### config.mk
export PLATFORM = sky130hd
export DESIGN_NAME = if_id_ctrl
export DESIGN_NICKNAME = d
export VERILOG_FILES = /design/src/rtl/if_id_ctrl.sv
export SDC_FILE = /design/constraint.sdc
export NUM_CORES = 1
export LEC_CHECK = 0
export BUFFER_PORTS_ARGS = -buffer_cell sky130_fd_sc_hd__buf_4
export CORE_MARGIN = 1.5
export CORE_UTILIZATION = 35
export CTS_CLUSTER_SIZE = 12
export DETAILED_ROUTE_END_ITERATION = 6
export GPL_ROUTABILITY_DRIVEN = 0
export GPL_TIMING_DRIVEN = 0
export PLACE_DENSITY_LB_ADDON = 0.1
export SLEW_MARGIN = 0
export SYNTH_ARGS = -nofsm -noshare
export SYNTH_HDL_FRONTEND = slang
export SYNTH_SLANG_ARGS = --single-unit
### constraint.sdc
create_clock -name clk -period 1.9 [get_ports clk]
set_input_delay 0.095 -clock clk [delete_from_list [all_inputs] [get_ports clk]]
set_output_delay 0.095 -clock clk [all_outputs]
set_load 0.05 [all_outputs]
### src/rtl/if_id_ctrl.sv
// IF/ID pipeline register with hazard control FSM: load-use stall, memory wait and branch flush.
// Optional STALL_COUNT_EN adds a saturating counter of cycles in which the fetch PC is frozen.
module if_id_ctrl (
    input  logic        clk,
    input  logic        rst_n,
    input  logic [31:0] instruction,
    input  logic        fetch_valid,
    input  logic        ex_mem_read,
    input  logic [4:0]  ex_rd,
    input  logic        branch_taken,
    input  logic        mem_busy,
    output logic [31:0] instructionToDecoder,
    output logic        id_valid,
    output logic        pc_write,
    output logic        bubble_to_ex,
    output logic [1:0]  ctrl_state,
    output logic [15:0] stall_count
);

    typedef enum logic [1:0] {
        RUN      = 2'd0,
        LU_STALL = 2'd1,
        MEM_WAIT = 2'd2,
        FLUSH    = 2'd3
    } state_e;

    state_e      state_q, state_d;
    logic [31:0] instr_q, instr_d;
    logic        valid_q, valid_d;
    logic [4:0]  id_rs, id_rt;
    logic        hazard_lu;

    assign id_rs = instr_q[25:21];
    assign id_rt = instr_q[20:16];

    // The cycle after a load-use stall the load has left EX, so re-detecting would double-stall.
    assign hazard_lu = valid_q && ex_mem_read && (ex_rd != 5'd0)
                       && ((ex_rd == id_rs) || (ex_rd == id_rt))
                       && (state_q != LU_STALL);

    // NOTE: every always_comb output gets a default first so no path leaves it unassigned (no latch).
    always_comb begin
        state_d      = RUN;
        instr_d      = instruction;
        valid_d      = fetch_valid;
        pc_write     = 1'b1;
        bubble_to_ex = 1'b0;
        if (!rst_n) begin
            pc_write     = 1'b1;
            bubble_to_ex = 1'b0;
        end else if (branch_taken) begin
            bubble_to_ex = 1'b1;
            instr_d      = 32'h0;
            valid_d      = 1'b0;
            state_d      = FLUSH;
        end else if (mem_busy) begin
            pc_write = 1'b0;
            instr_d  = instr_q;
            valid_d  = valid_q;
            state_d  = MEM_WAIT;
        end else if (hazard_lu) begin
            pc_write     = 1'b0;
            bubble_to_ex = 1'b1;
            instr_d      = instr_q;
            valid_d      = valid_q;
            state_d      = LU_STALL;
        end
    end

    // NOTE: sequential state uses non-blocking assignments so all flops update from pre-edge values.
    always_ff @(posedge clk or negedge rst_n) begin
        if (!rst_n) begin
            state_q <= RUN;
            instr_q <= 32'h0;
            valid_q <= 1'b0;
        end else begin
            state_q <= state_d;
            instr_q <= instr_d;
            valid_q <= valid_d;
        end
    end

`ifdef STALL_COUNT_EN
    logic [15:0] stall_count_q;

    always_ff @(posedge clk or negedge rst_n) begin
        if (!rst_n) begin
            stall_count_q <= 16'h0;
        end else if (!pc_write && (stall_count_q != 16'hFFFF)) begin
            stall_count_q <= stall_count_q + 16'd1;
        end
    end

    assign stall_count = stall_count_q;
`else
    assign stall_count = 16'h0;
`endif

    assign instructionToDecoder = instr_q;
    assign id_valid             = valid_q;
    assign ctrl_state           = state_q;

endmodule

==> results.toml, run 1 <==
[timing]
fin_ws_ns = -0.0857
rsz0062_at_grt = "true"
skew_ns = 0.00405
slew_violations = 0
maxSlewHeadroom = 0.644
finalSetupViolations = 20
finalCritPeriodShare = 1.05
tightest_slew_ns = 0.535
finalHoldViolCount = 0
min_period_ns = 1.99
fmax_mhz = 504

[worst_setup_path]
crit_path_max_fanout = 4
rrSetupSlack_ns = -0.07
cpLargestDelayFamily = "simple AND/OR/NAND/NOR gates"
critPathKind = "flop to output port"
reg2reg_depth = 6
crit_chain = "xor2_2 -> nor4_4 -> a22oi_2 -> nor3_2 -> o21a_1 -> buf_6"
crit-reg2reg-launch = "instructionToDecoder[20]$_DFFE_PN0P_"
crit_path_end = "bubble_to_ex"
critPathMaxStageDelay_ns = 0.43
required_ns = 1.80
crit_path_start_kind = "flop"
rr_endpoint = "instructionToDecoder[7]$_DFFE_PN0P_"
cp.buffers_inverters = 1
cp.arrival_ns = 1.89
end_kind = "output port"
slowest_stage = "dfrtp_2"
crit_cells = 6
setup.worst_path.start = "instructionToDecoder[20]$_DFFE_PN0P_"

[route]
drc_errors = 0
drt-initial-drc-count = 82
vias = 2158
drt-vias-per-instance = 5.14
wl_per_cell_um = 14.8
firstDrtPassIters = 5
wirelength_um = 6220
postRouteAntennaNets = 0

[floorplan]
core_um2 = 5960
die_h_um = 81.6
die_w_um = 81.6
start_util = 0.363
io_pins = 96
rows = 28
dieArea_um2 = 6650

[synthesis]
synthArstFlopShare = 1.00
synth_seq_cells = 35
ys_warn_count = 0
ys_top_cells_by_area = "dfrtp_1 (41%), a221o_1 (9.7%), a22oi_1 (7.6%)"
synth_seq_area_share = 0.405
synth_top_family_by_area = "compound AO/OA/AOI/OAI gates"
synth-edff-count = 0
synth_top_cell_by_area = "dfrtp_1"
synth_compound_area_frac = 0.271
synthCells = 236
syn_area_per_cell_um2 = 9.16
synth_fa_ha_area_frac = 0
ys_types = 28
synthMuxAreaShare = 0
netlist_area_um2 = 2160
synth_top_area_share = 0.405
synth_xor_area_frac = 0.0405
synth_simple_gate_area_frac = 0.183
synth_flop_cell = "dfrtp_1"

[global_routing]
grt_usage = 0.197
grt_max_degree = 36
antenna_found_initial = 0
grt_pass1_wl_um = 9960
grt_pass1_vias = 2027
overflow = 0

[layout]
final_util = 0.529
nets = 388
diodes = 0
final_cell_mix = "buf_4 (98), nor2_1 (32), dfrtp_1 (29)"
layout_commonest_cell = "buf_4"
drive_gt1_frac = 0.391
syn2layout_area_growth_pct = 45.9

[clocking]
htreeDepth = 2
clk_latency_ns = 0.28
tritoncts = "done"
clk_pin_slew_worst_paths_ns = 0.07
numCtsBuffers = 5
cts_buffer_depth = 2
root_buffer = "clkbuf_8"
cts_num_sinks = 35

[outcome]
violations = "setup timing"
status = "complete, but fails checks"

[power_and_ir_drop]
p_leak_nw = 1.49
p_per_area_nw_per_um2 = 693
total_power_mw = 2.19
peakVddDrop_uv = 469

[placement]
dp_hpwl_um = 4350
numPortBuffers = 77

[flow_run]
cap_violations = 0

[hold_path]
hold_class = "input port to flop"
hold_depth = 2
[flip-flops by register name, indices dropped and copies added, names as in the netlist]
signal                count
instructionToDecoder     32
ctrl_state                2
id_valid                  1
[Yosys cell counts (2+ instances only)]
master    count
a221o_1      21
a22oi_1      22
and3b_1       2
buf_2         8
buf_4        16
clkbuf_1     13
dfrtp_1      35
nand2_1      21
nand2b_1     11
nor2_1       33
nor2b_1       4
nor3_1        4
nor4_2        2
o211ai_1     10
o21a_1        2
o31ai_1      11
xor2_1       10
[cell families (layout without fill, tap and decap cells)]
kind of cell | count (synthesis) | count (layout)
AOI/OAI and AO/OA | 71 | 71
xor gates and xnor gates | 10 | 10
buffers and inverters | 38 | 132
DFF | 35 | 35
other | 1 | 16
and+or+nand+nor | 81 | 81
[repair_timing]
item | CTS | global route
hold buffers | 2 | 0
gates resized for setup | 16 | 2
setup endpoints to repair | 31 | 32
gates cloned | 1 | 0
setup buffers | 5 | 2
hold endpoints to repair | 35 | 0
pin swaps | 13 | 5
[routing by layer]
layer	track usage	vias up	part of all wire
met1	0.274	1043	0.46
met2	0.316	69	0.47
li1	-	1044	-
met5	0	-	0
met3	0.0400	2	0.064
met4	0.0407	0	0.0050
[report_power, final]
part           internal (mW)  total [mW]  switching [mW]
clock                  0.285       0.549           0.265
combinational          0.279       0.774           0.495
sequential             0.808       0.863          0.0551
[stage by stage]
step	instances	area, µm²	worst slack [ns]	hold slack, ns	TNS (ns)
floorplan	251	2240	-0.0514	-0.201	-1.04
global placement	403	2910	-0.229	0.0936	-5.44
detailed placement	403	2910	-0.236	0.0907	-6.32
CTS	418	3120	-0.115	0.0260	-1.61
global route	420	3150	-0.188	0.0331	-2.82
finish	420	3150	-0.0857	0.0286	-0.888
[worst min-delay path by stage]
| stage | to | slack (ns) | from |
|---|---|---|---|
| final | instructionToDecoder[30]$_DFFE_PN0P_ | 0.03 | instruction[30] |
| after global routing | instructionToDecoder[30]$_DFFE_PN0P_ | 0.03 | instruction[30] |
| after CTS | instructionToDecoder[30]$_DFFE_PN0P_ | 0.03 | instruction[30] |
| after detailed placement | instructionToDecoder[23]$_DFFE_PN0P_ | 0.09 | rst_n |
| after global placement | ctrl_state[0]$_DFF_PN0_ | 0.09 | rst_n |
| after floorplan | ctrl_state[0]$_DFF_PN0_ | -0.20 | rst_n |
[final cells by class]
type	instances	area, µm²
fill	596	2800
multi-input combinational	178	1170
sequential	35	883
timing repair buffer	87	679
buffer	37	231
tap	75	93.8
clock buffer	6	82.6
clock inverter	1	5.00
inverter	1	3.75
(Power assumes the default switching activity.)
==> run 2, diff against run 1 <==
--- a/config.mk
+++ b/config.mk
@@ -6,7 +6,6 @@
 export NUM_CORES = 1
 export LEC_CHECK = 0
 export BUFFER_PORTS_ARGS = -buffer_cell sky130_fd_sc_hd__buf_4
-export CORE_MARGIN = 1.5
 export CORE_UTILIZATION = 35
 export CTS_CLUSTER_SIZE = 12
 export DETAILED_ROUTE_END_ITERATION = 6
==> run 2 against run 1 <==
Compared with the run above:
- the flow still finishes with violations (setup timing)
- wire length is 2.1% higher
- final area increased by 1.9%
- clock skew rose by 0.0023 ns
- die area decreased by 2.4%
- utilization increased by 1.3 points
- sequential power hardly changed
- fmax fell by 2.1%
- sequential share of layout area down 0.53 points
- worst hold slack got worse by 0.015 ns
- sequential cell count stayed put
- global-route usage increased by 0.74 points
==> results.toml, run 2 (same netlist as run 1, synthesis figures left out) <==
[worst_setup_path]
crit_path_max_fanout = 4
required_ns = 1.80
critPathKind = "flop to output port"
cp.arrival_ns = 1.93
crit_path_start_kind = "flop"
setup.worst_path.start = "instructionToDecoder[24]$_DFFE_PN0P_"
crit-reg2reg-launch = "instructionToDecoder[24]$_DFFE_PN0P_"
end_kind = "output port"

[timing]
finalSetupViolations = 22
fmax_mhz = 493
finalHoldViolCount = 0
rsz0062_at_grt = "true"
slew_violations = 0
min_period_ns = 2.03
skew_ns = 0.00640
finalCritPeriodShare = 1.07
setup_tns_ns = -2.11
fin_ws_ns = -0.129

[route]
drt-vias-per-instance = 5.12
wl_per_cell_um = 15.0
postRouteAntennaNets = 0
wirelength_um = 6350
drt-initial-drc-count = 87
firstDrtPassIters = 4
drc_errors = 0
vias = 2166

[clocking]
cts_buffer_depth = 2
clk_latency_ns = 0.29
cts_num_sinks = 35
tritoncts = "done"
htreeDepth = 2
root_buffer = "clkbuf_8"
numCtsBuffers = 5
clk_pin_slew_worst_paths_ns = 0.07

[global_routing]
antenna_found_initial = 0
grt_pass1_vias = 2162
grt_usage = 0.204
grt_max_degree = 36
grt_pass1_wl_um = 10100
overflow = 0

[layout]
multi_input_area_um2 = 1160
fillers = 589
fin_cells = 423
largest_register_ff_count = 32
nets = 390
ff_latch_area_um2 = 883
syn2layout_area_growth_pct = 48.8
final_cell_mix = "buf_4 (99), nor2_1 (32), dfrtp_1 (29)"
diodes = 0
drive_gt1_frac = 0.394
final_util = 0.543
layout_commonest_cell = "buf_4"

[floorplan]
start_util = 0.365
io_pins = 96
rows = 28
die_h_um = 80.6
die_w_um = 80.6
core_um2 = 5920
dieArea_um2 = 6490

[hold_path]
hold_class = "input port to flop"
hp-start = "instruction[30]"

[power_and_ir_drop]
peakVddDrop_uv = 375
p_leak_nw = 1.52
p_per_area_nw_per_um2 = 729

[placement]
dp_hpwl_um = 4460
place_inst = 403
numPortBuffers = 77

[outcome]
status = "complete, but fails checks"
violations = "setup timing"

[flow_run]
cap_violations = 0
run 2: area by class of cell:
cell class	count	share of cell area
buffer	37	0.0779
clock buffer	6	0.0257
clock inverter	2	0.0109
inverter	1	0.00117
multi-input combinational	178	0.362
sequential	35	0.275
tap	75	0.0292
timing repair buffer	89	0.218
run 2: worst paths after layout:
| path | to | slack [ns] | cells after the start |
|---|---|---|---|
| max reg2reg | instructionToDecoder[2]$_DFFE_PN0P_ | -0.13 | 7 |
| max in group asynchronous | instructionToDecoder[19]$_DFFE_PN0P_ | 1.32 | 3 |
| max | pc_write | -0.13 | 8 |
| min in group asynchronous | instructionToDecoder[26]$_DFFE_PN0P_ | 0.38 | 3 |
| min reg2reg | instructionToDecoder[15]$_DFFE_PN0P_ | 0.54 | 1 |
| min | instructionToDecoder[30]$_DFFE_PN0P_ | 0.01 | 2 |
run 2: layer usage:
layer,global-route usage,vias up,wire length [µm]
met5,0,-,0
met4,0.0429,0,34
met3,0.0500,4,398
met2,0.353,66,3150
met1,0.255,1042,2770
li1,-,1054,-
run 2: metrics by stage:
| stage | setup WS, ns | hold slack [ns] | total power [mW] | instance area, µm² |
|---|---|---|---|---|
| after detailed placement | -0.288 | 0.0915 | 1.61 | 2910 |
| final | -0.129 | 0.0137 | 2.34 | 3210 |
| after floorplan | -0.0514 | -0.201 | 1.36 | 2240 |
| after global routing | -0.256 | 0.0161 | 2.45 | 3210 |
| after global placement | -0.239 | 0.0902 | 1.60 | 2910 |
| after CTS | -0.116 | 0.00980 | 2.36 | 3160 |
run 2: repair_timing:
item | CTS | global route
gates resized for setup | 14 | 12
hold buffers | 2 | 0
setup endpoints to repair | 31 | 33
gates cloned | 0 | 1
hold endpoints to repair | 35 | 0
buffers inserted | 7 | 2
pin swaps | 4 | 9
run 2: critical path: stages (launching register included):
cell	delay, ns
dfrtp_2	0.43
xor2_1	0.17
nor4_2	0.27
buf_4	0.16
a22oi_2	0.10
nor2_2	0.15
clkbuf_8	0.16
o21ai_4	0.05
buf_6	0.16
run 2: where the power goes:
part | total (mW) | internal (mW) | switching, mW
clock network | 0.713 | 0.425 | 0.288
logic | 0.770 | 0.279 | 0.491
registers | 0.862 | 0.808 | 0.0540
